**src/rtl/div_nr_seq_ctrl_pkg.sv**
```systemverilog
// Shared definitions for the sequential non-restoring divider.
// Holds the controller state encoding used by div_nr_seq_ctrl.
package div_nr_seq_ctrl_pkg;

    typedef enum logic [2:0] {
        S_IDLE = 3'd0,
        S_INIT = 3'd1,
        S_ITER = 3'd2,
        S_FIX  = 3'd3,
        S_SIGN = 3'd4,
        S_DONE = 3'd5
    } state_e;

endpackage

```
**src/rtl/div_nr_seq_ctrl_step.sv**
```systemverilog
// div_nr_step: one combinational non-restoring division step.
// Ports: a/q/d in (partial remainder, quotient, divisor); a_nxt/q_nxt/add_sel out.
module div_nr_step #(
    parameter int WIDTH = 32
) (
    input  logic [WIDTH:0]   a,
    input  logic [WIDTH-1:0] q,
    input  logic [WIDTH-1:0] d,
    output logic [WIDTH:0]   a_nxt,
    output logic [WIDTH-1:0] q_nxt,
    output logic             add_sel
);

    logic [WIDTH:0] a_sh;

    always_comb begin
        a_sh    = {a[WIDTH-1:0], q[WIDTH-1]};
        add_sel = a[WIDTH];
        // A negative partial remainder is repaired by adding on the next step.
        if (add_sel) a_nxt = a_sh + {1'b0, d};
        else         a_nxt = a_sh - {1'b0, d};
        q_nxt = {q[WIDTH-2:0], ~a_nxt[WIDTH]};
    end

endmodule

```
**src/rtl/div_nr_seq_ctrl.sv**
```systemverilog
// Sequential non-restoring divider: controller, operand registers, outputs.
// Ports: start/is_signed/dividend/divisor in; quotient/remainder/status out; result_ack in.
module div_nr_seq_ctrl
    import div_nr_seq_ctrl_pkg::*;
#(
    parameter int WIDTH = 32
) (
    input  logic             clk,
    input  logic             reset,
    input  logic             start,
    input  logic             is_signed,
    input  logic [WIDTH-1:0] dividend,
    input  logic [WIDTH-1:0] divisor,
    output logic             in_ready,
    output logic             busy,
    output logic             first_cycle,
    output logic             add_sel,
    output logic [WIDTH-1:0] quotient,
    output logic [WIDTH-1:0] remainder,
    output logic             result_valid,
    input  logic             result_ack,
    output logic             div_by_zero
);

    localparam int CNT_W = $clog2(WIDTH) + 1;
    localparam logic [CNT_W-1:0] LAST = CNT_W'(WIDTH - 1);

    state_e           state_q, state_d;
    logic [CNT_W-1:0] cnt_q, cnt_d;
    logic [WIDTH:0]   a_q, a_d;
    logic [WIDTH-1:0] q_q, q_d;
    logic [WIDTH-1:0] d_q, d_d;
    logic             neg_quo_q, neg_quo_d;
    logic             neg_rem_q, neg_rem_d;
    logic [WIDTH-1:0] quot_q, quot_d;
    logic [WIDTH-1:0] rem_q, rem_d;
    logic             dz_q, dz_d;

    logic [WIDTH:0]   a_step;
    logic [WIDTH-1:0] q_step;
    logic             add_step;
    logic             accept;
    logic             dvd_neg;
    logic             dvs_neg;

    div_nr_step #(.WIDTH(WIDTH)) u_step (
        .a       (a_q),
        .q       (q_q),
        .d       (d_q),
        .a_nxt   (a_step),
        .q_nxt   (q_step),
        .add_sel (add_step)
    );

    always_comb begin
        state_d   = state_q;
        cnt_d     = cnt_q;
        a_d       = a_q;
        q_d       = q_q;
        d_d       = d_q;
        neg_quo_d = neg_quo_q;
        neg_rem_d = neg_rem_q;
        quot_d    = quot_q;
        rem_d     = rem_q;
        dz_d      = dz_q;
        accept    = start && (state_q == S_IDLE || state_q == S_DONE);
        dvd_neg   = is_signed & dividend[WIDTH-1];
        dvs_neg   = is_signed & divisor[WIDTH-1];

        unique case (state_q)
            S_IDLE: ;
            S_INIT: begin
                if (d_q == '0) begin
                    state_d = S_DONE;
                    quot_d  = '1;
                    // Q holds |dividend|; undo the magnitude to recover it raw.
                    rem_d   = neg_rem_q ? -q_q : q_q;
                    dz_d    = 1'b1;
                end else begin
                    state_d = S_ITER;
                end
            end
            S_ITER: begin
                a_d   = a_step;
                q_d   = q_step;
                cnt_d = cnt_q + 1'b1;
                if (cnt_q == LAST) state_d = S_FIX;
            end
            S_FIX: begin
                if (a_q[WIDTH]) a_d = a_q + {1'b0, d_q};
                state_d = S_SIGN;
            end
            S_SIGN: begin
                quot_d  = neg_quo_q ? -q_q : q_q;
                rem_d   = neg_rem_q ? -a_q[WIDTH-1:0] : a_q[WIDTH-1:0];
                state_d = S_DONE;
            end
            S_DONE: begin
                if (result_ack) state_d = S_IDLE;
            end
            default: state_d = S_IDLE;
        endcase

        // A new request overrides a pending ack in DONE.
        if (accept) begin
            state_d   = S_INIT;
            cnt_d     = '0;
            a_d       = '0;
            q_d       = dvd_neg ? -dividend : dividend;
            d_d       = dvs_neg ? -divisor : divisor;
            neg_quo_d = dvd_neg ^ dvs_neg;
            neg_rem_d = dvd_neg;
            quot_d    = '0;
            rem_d     = '0;
            dz_d      = 1'b0;
        end
    end

    always_ff @(posedge clk or negedge reset) begin
        if (!reset) begin
            state_q   <= S_IDLE;
            cnt_q     <= '0;
            a_q       <= '0;
            q_q       <= '0;
            d_q       <= '0;
            neg_quo_q <= 1'b0;
            neg_rem_q <= 1'b0;
            quot_q    <= '0;
            rem_q     <= '0;
            dz_q      <= 1'b0;
        end else begin
            state_q   <= state_d;
            cnt_q     <= cnt_d;
            a_q       <= a_d;
            q_q       <= q_d;
            d_q       <= d_d;
            neg_quo_q <= neg_quo_d;
            neg_rem_q <= neg_rem_d;
            quot_q    <= quot_d;
            rem_q     <= rem_d;
            dz_q      <= dz_d;
        end
    end

    assign in_ready     = (state_q == S_IDLE) || (state_q == S_DONE);
    assign busy         = (state_q == S_INIT) || (state_q == S_ITER) ||
                          (state_q == S_FIX)  || (state_q == S_SIGN);
    assign first_cycle  = (state_q == S_INIT);
    assign add_sel      = (state_q == S_ITER) && add_step;
    assign result_valid = (state_q == S_DONE);
    assign quotient     = quot_q;
    assign remainder    = rem_q;
    assign div_by_zero  = dz_q;

endmodule
```
**config.mk**
```make
export PLATFORM = sky130hd
export DESIGN_NAME = div_nr_seq_ctrl
export DESIGN_NICKNAME = d
export VERILOG_FILES = /design/src/rtl/div_nr_seq_ctrl_pkg.sv /design/src/rtl/div_nr_seq_ctrl_step.sv /design/src/rtl/div_nr_seq_ctrl.sv
export SDC_FILE = /design/constraint.sdc
export NUM_CORES = 1
export LEC_CHECK = 0
export BUFFER_PORTS_ARGS = -buffer_cell sky130_fd_sc_hd__clkbuf_2
export CORE_MARGIN = 4
export CORE_UTILIZATION = 47
export DETAILED_ROUTE_END_ITERATION = 10
export GPL_ROUTABILITY_DRIVEN = 1
export HOLD_SLACK_MARGIN = 0.15
export MAX_ROUTING_LAYER = met4
export PLACE_DENSITY = 0.66
export SETUP_SLACK_MARGIN = 0.05
export SKIP_CTS_REPAIR_TIMING = 1
export SYNTH_ARGS = -nofsm -noshare
export SYNTH_HDL_FRONTEND = slang
export SYNTH_SLANG_ARGS = --single-unit
```
**constraint.sdc**
```tcl
create_clock -name clk -period 4.3 [get_ports clk]
set_input_delay 1.075 -clock clk [delete_from_list [all_inputs] [get_ports clk]]
set_output_delay 1.075 -clock clk [all_outputs]
set_load 0.1 [all_outputs]
```
# --- Word level (Yosys, flattened, before mapping) ---
# Index checks and enable logic that the tools add are counted.
totals:
  word_cells: 78
  ff_bits: 173
  input_bits: 69
  out_inout_bits: 70
op_classes:
  n_mux: 27
  addsub: 8
  eq_ne: 11
  n_reduce_logical: 17
  n_bitwise: 4
ops:
  columns: ["cell", "n"]
  rows:
  - ["two-way mux 32 bit", 11]
  - ["negator 32 bit", 4]
  - ["case mux 32 bit (2 select lines)", 2]
  - ["two-way mux 33 bit", 3]
  - ["adder 33 x 32 -> 33 bit", 2]
  - ["case mux 33 bit (2 select lines)", 1]
  - ["subtractor 33 x 32 -> 33 bit", 1]
  - ["zero test 32 bit", 1]
  - ["case mux 3 bit (6 select lines)", 1]
  - ["two-way mux 3 bit", 4]
  - ["two-way mux 6 bit", 2]
  - ["adder 6 x 1 -> 6 bit, second input constant", 1]
  - ["== test 3 x 2 -> 1 bit, second input constant", 2]
  - ["== test 3 bit, second input constant", 2]
  - ["== test 6 x 5 -> 1 bit, second input constant", 1]
  - ["!= test 3 x 1 -> 1 bit, second input constant", 2]
  - ["!= test 3 bit, second input constant", 2]
  - ["AND reduction 2 bit", 3]
  - ["nonzero test 2 bit", 3]
  - ["nonzero test 3 bit", 2]
  - ["logical OR 1 bit", 4]
  - ["== test 3 x 1 -> 1 bit, second input constant", 1]
  - ["zero test 3 bit", 1]
  - ["two-way mux 1 bit", 3]
  - ["6 further kinds", 8]

# --- Logic depth before layout (Yosys ltp) ---
logic_depth:
  word_depth: 5
  depth_mapped: 18
  ltp_nobuf: 18

# --- By module ---
# A second synthesis with hierarchy kept.
hier_totals:
  cells_unflattened: 1830
  area_unflattened_um2: 14770.4
by_module_without_submodules:
  columns: ["module", "seq_area_each_um2", "n_inst", "area_per_inst_um2", "cells_each"]
  rows:
  - ["div_nr_seq_ctrl", 4329.2, 1, 11908.9, 1405]
  - ["div_nr_step", 0.0, 1, 2861.5, 425]

# --- Worst setup path after synthesis ---
# OpenSTA, ideal clock, no wires.
synth_timing:
  kind: "register -> register"
  from: "reg d_q[3]"
  to: "reg q_q[0]"
  setup_slack_ps: 493
  required_time_ps: 4159
  arrival_time_ps: 3666
  n_path_buf: 0
  stages_incl_launch_ff: 15
  synth_period_minus_slack_ps: 3807
  setup_time_ps: 141
  cell_sequence: "dfrtp_1 or3_1 nor4_1 a31oi_1 xor2_1 ha_1 and2_1 o2111ai_1 a211oi_1 o21ai_0 nand3b_1 a311oi_1 o41ai_1 xnor2_1 o221ai_1"
synth_between:
  elab_chain_len: 5
  word_cells_on_any_way: 6
  classes_between: "2 x add/sub; 3 x mux; 1 x bitwise"
synth_lines:
  columns: ["item", "line", "text"]
  rows:
  - ["start: declaration", "div_nr_seq_ctrl.sv:32", "logic [WIDTH-1:0] d_q, d_d;"]
  - ["start signal: assignment", "div_nr_seq_ctrl.sv:125", "d_q <= '0;"]
  - ["start signal: assignment", "div_nr_seq_ctrl.sv:136", "d_q <= d_d;"]
  - ["subtractor 33 x 32 -> 33 bit / adder 33 x 32 -> 33 bit (equally long branches)", "div_nr_seq_ctrl_step.sv:21, div_nr_seq_ctrl_step.sv:20", null]
  - ["two-way mux 33 bit (*)", "div_nr_seq_ctrl_step.sv:20", "if (add_sel) a_nxt = a_sh + {1'b0, d};"]
  - ["inverter 1 bit (*)", "div_nr_seq_ctrl_step.sv:22", "q_nxt = {q[WIDTH-2:0], ~a_nxt[WIDTH]};"]
  - ["two-way mux 32 bit (*)", "div_nr_seq_ctrl.sv:70", "unique case (state_q)"]
  - ["two-way mux 32 bit (*)", "div_nr_seq_ctrl.sv:105", "if (accept) begin"]
  - ["end signal: assignment", "div_nr_seq_ctrl.sv:135", "q_q <= q_d;"]
  - ["end: declaration", "div_nr_seq_ctrl.sv:31", "logic [WIDTH-1:0] q_q, q_d;"]
# Every way passes the cells marked *; elsewhere a longest branch is shown, timed or not. The select of a mux whose other input is x is not followed.
# A chain may end at the register's enable or synchronous reset.

# --- Final worst setup path ---
layout_timing:
  from: "reg d_q[4]"
  to: "reg q_q[0]"
# Same word-level chain as after synthesis.

==> impl_metrics.tcl <==
set metrics [dict create \
    syn_area_per_cell_sq_um 8.12 \
    critPathArrivalTime_ns 4.32 \
    ys_warn_count 0 \
    setup_violations 0 \
    yosysSeqAreaShare_pct 30.6 \
    synthTopCellsByArea "dfrtp_1 31%, o21ai_0 7.7%, xnor2_1 7.4%" \
    holdPathEnd "quotient[16]$_DFFE_PN0P_" \
    yosys.area.top_type "dfrtp_1" \
    multiInputGateArea_sq_mm 0.00931 \
    hold_depth 2 \
    ys_types 75 \
    crit_slowest_cell "a221oi_1" \
    grt_max_degree 113 \
    cap_viol_max_count 0 \
    synthArstFlopShare_pct 100 \
    first_pass_iters 5 \
    clk_pin_slew_ns 0.07 \
    run_status "completed" \
    min_from "quotient[16]$_DFFE_PN0P_" \
    chipWidth_um 181 \
    reg2regPathDepth 15 \
    setup.worst_path.class "flop to flop" \
    dp_hpwl_um 34400 \
    vias 13300 \
    grt_overflow_total 0 \
    synth-main-ff-cell "dfrtp_1" \
    area_growth_pct 12.3 \
    placed_cell_area_sq_mm 0.0153 \
    min_path_type "flop to flop" \
    tns_ns 0 \
    viasPerCell 5.96 \
    regArea_sq_mm 0.00433 \
    wl_um 44000 \
    port-buffer-count 138 \
    max_freq_ghz 0.248 \
    endpoint_kind "flop" \
    cts_made_buffers 17 \
    rrSetupSlack_ns 0.27 \
    cts_tree "yes" \
    initial_core_util_pct 47.7 \
    syn_inst 1741 \
    fin_skew_ns 0.0145 \
    drt_iter0_markers 1150 \
    crit_chain "or3_1, nor3_2, buf_4, nor2_1, xor2_1, ha_1, and3_1, a221oi_1, a211oi_2, o21ai_0, nand3b_1, a311oi_2, o41ai_2, xnor2_1, o221ai_1" \
    maxSlewViolCount 0 \
    yosysTopAreaCellShare_pct 30.6 \
    ios 139 \
    die_h_um 181 \
    die_area_sq_mm 0.0329 \
    remaining_drc_errors 0 \
    dp_cells 2202 \
    fin_cells 2235 \
    rsz0062_at_grt "true" \
    synthesis.area_sq_mm 0.0141 \
    root_buffer "clkbuf_16" \
    wl_per_cell_um 19.7 \
    syn-num-nets 1882 \
    track_usage_pct 26.9 \
    ys_seq_elements 173 \
    critical_path_required_ns 4.59 \
    rr_startpoint "d_q[4]$_DFFE_PN0P_" \
    synth_edf_count 0 \
    gp_congestion 0.955 \
    critPathMaxFanout 5 \
    insertion_delay_ns 0.45 \
    max_slew_margin_pct 31.7 \
    finalNetCount 1973 \
    finalInstanceArea_sq_mm 0.0159 \
    num_antenna_cells 0 \
    clock-sinks 173 \
    timing.final.crit_share_pct 93.8 \
    antenna_found_initial 0 \
    setup.worst_path.start_class "flop" \
    r2r-end "q_q[0]$_DFFE_PN0P_" \
    grt_pass1_wl_um 69400 \
    layout-drive-gt1-share_pct 13.2 \
    cts_max_path_buffers 2 \
    cpPeakStageDelay_ns 0.53 \
    fill_cells 2881 \
    num_rows 63 \
    final_hold_viol_count 0 \
    worstMarginPinSlew_ns 1.02 \
    htree_levels 4 \
    period_needed_ns 4.03 \
    grt_pass1_vias 12500 \
    core_area_sq_mm 0.0296 \
    antenna_left 0 \
]
-- layer usage --
layer	routed length [um]	global-route usage (%)
met5	0	-
met1	20200	36.6
met3	2580	3.81
met2	19800	41.6
met4	1410	8.86
-- stage by stage --
step | hold slack (ns) | utilization (%) | setup slack, ns
2_1_floorplan | 0.497 | - | 0.493
3_3_place_gp | 0.459 | 51.5 | 0.263
3_5_place_dp | 0.471 | 51.5 | 0.179
4_1_cts | 0.486 | 53.4 | 0.127
5_1_grt | 0.504 | 53.5 | 0.0204
6_report | 0.480 | 53.5 | 0.265
-- worst max-delay path, delay by kind of cell (launching register included) --
kind,cells,cell delay (ns)
AOI/OAI and AO/OA,6,1.67
and+or+nand+nor,5,0.96
DFF,1,0.43
xor gates and xnor gates,2,0.35
adders and majority gates,1,0.34
buffers and inverters,1,0.14
-- sequential cells by signal (all words and copies together), names as in the netlist --
register	flops
remainder	32
state_q	3
neg_rem_q	1
neg_quo_q	1
a_q	33
div_by_zero	1
quotient	32
cnt_q	6
q_q	32
d_q	32
-- placed cells by master, fill, tap and decap left out, drive strengths merged, types with 36 or more instances in the layout --
| cell | count |
|---|---|
| a22oi | 39 |
| a21o | 39 |
| clkbuf | 156 |
| ha | 70 |
| xnor2 | 119 |
| a21oi | 110 |
| inv | 36 |
| o21ai | 220 |
| dfrtp | 173 |
| buf | 45 |
| nand2 | 231 |
| xor2 | 117 |
| nor2 | 92 |
-- area by class of cell --
class	instances	area share (%)
Clock buffer	19	2.79
Clock inverter	13	0.812
Inverter	31	0.733
Multi-Input combinational cell	1427	58.7
Sequential cell	173	27.3
Tap cell	390	3.08
Timing Repair Buffer	182	6.63
-- logic make-up after synthesis --
kind of cell	after synthesis	share of synthesized area, %
compound gates	589	26.1
xor+xnor	236	14.6
fa+ha+maj	72	6.48
buf+inv	141	3.91
flops	173	30.6
mux	6	0.531
simple gates	524	17.7
-- cells in the mapped netlist, drive strengths merged, types with 8 or more instances --
library cell    n
nand2         231
o21ai         220
dfrtp         173
xnor2         119
xor2          117
a21oi         110
clkbuf        101
nor2           92
ha             70
a21o           39
a22oi          39
nand3          34
inv            30
o31ai          29
nor3           27
or3            22
or4            21
o211ai         20
nand2b         17
a22o           16
a31oi          15
o21a           15
o41ai          15
and3           14
a211oi         13
and2           13
nor4           12
buf             9
nand4           9
nor2b           8
o22ai           8
-- worst max-delay path by stage --
stage	cells past startpoint	start	slack (ns)	to
after CTS	16	d_q[4]$_DFFE_PN0P_	0.13	q_q[0]$_DFFE_PN0P_
after detailed placement	16	d_q[4]$_DFFE_PN0P_	0.18	q_q[0]$_DFFE_PN0P_
after global routing	18	d_q[1]$_DFFE_PN0P_	0.02	a_q[24]$_DFFE_PN0P_
after global placement	16	d_q[3]$_DFFE_PN0P_	0.26	q_q[0]$_DFFE_PN0P_
after floorplan	14	d_q[3]$_DFFE_PN0P_	0.49	q_q[0]$_DFFE_PN0P_
final	15	d_q[4]$_DFFE_PN0P_	0.27	q_q[0]$_DFFE_PN0P_
Power is left out: the tool's default activity adds up to more than one toggle a clock period on the data nets, which glitch-free logic cannot reach.
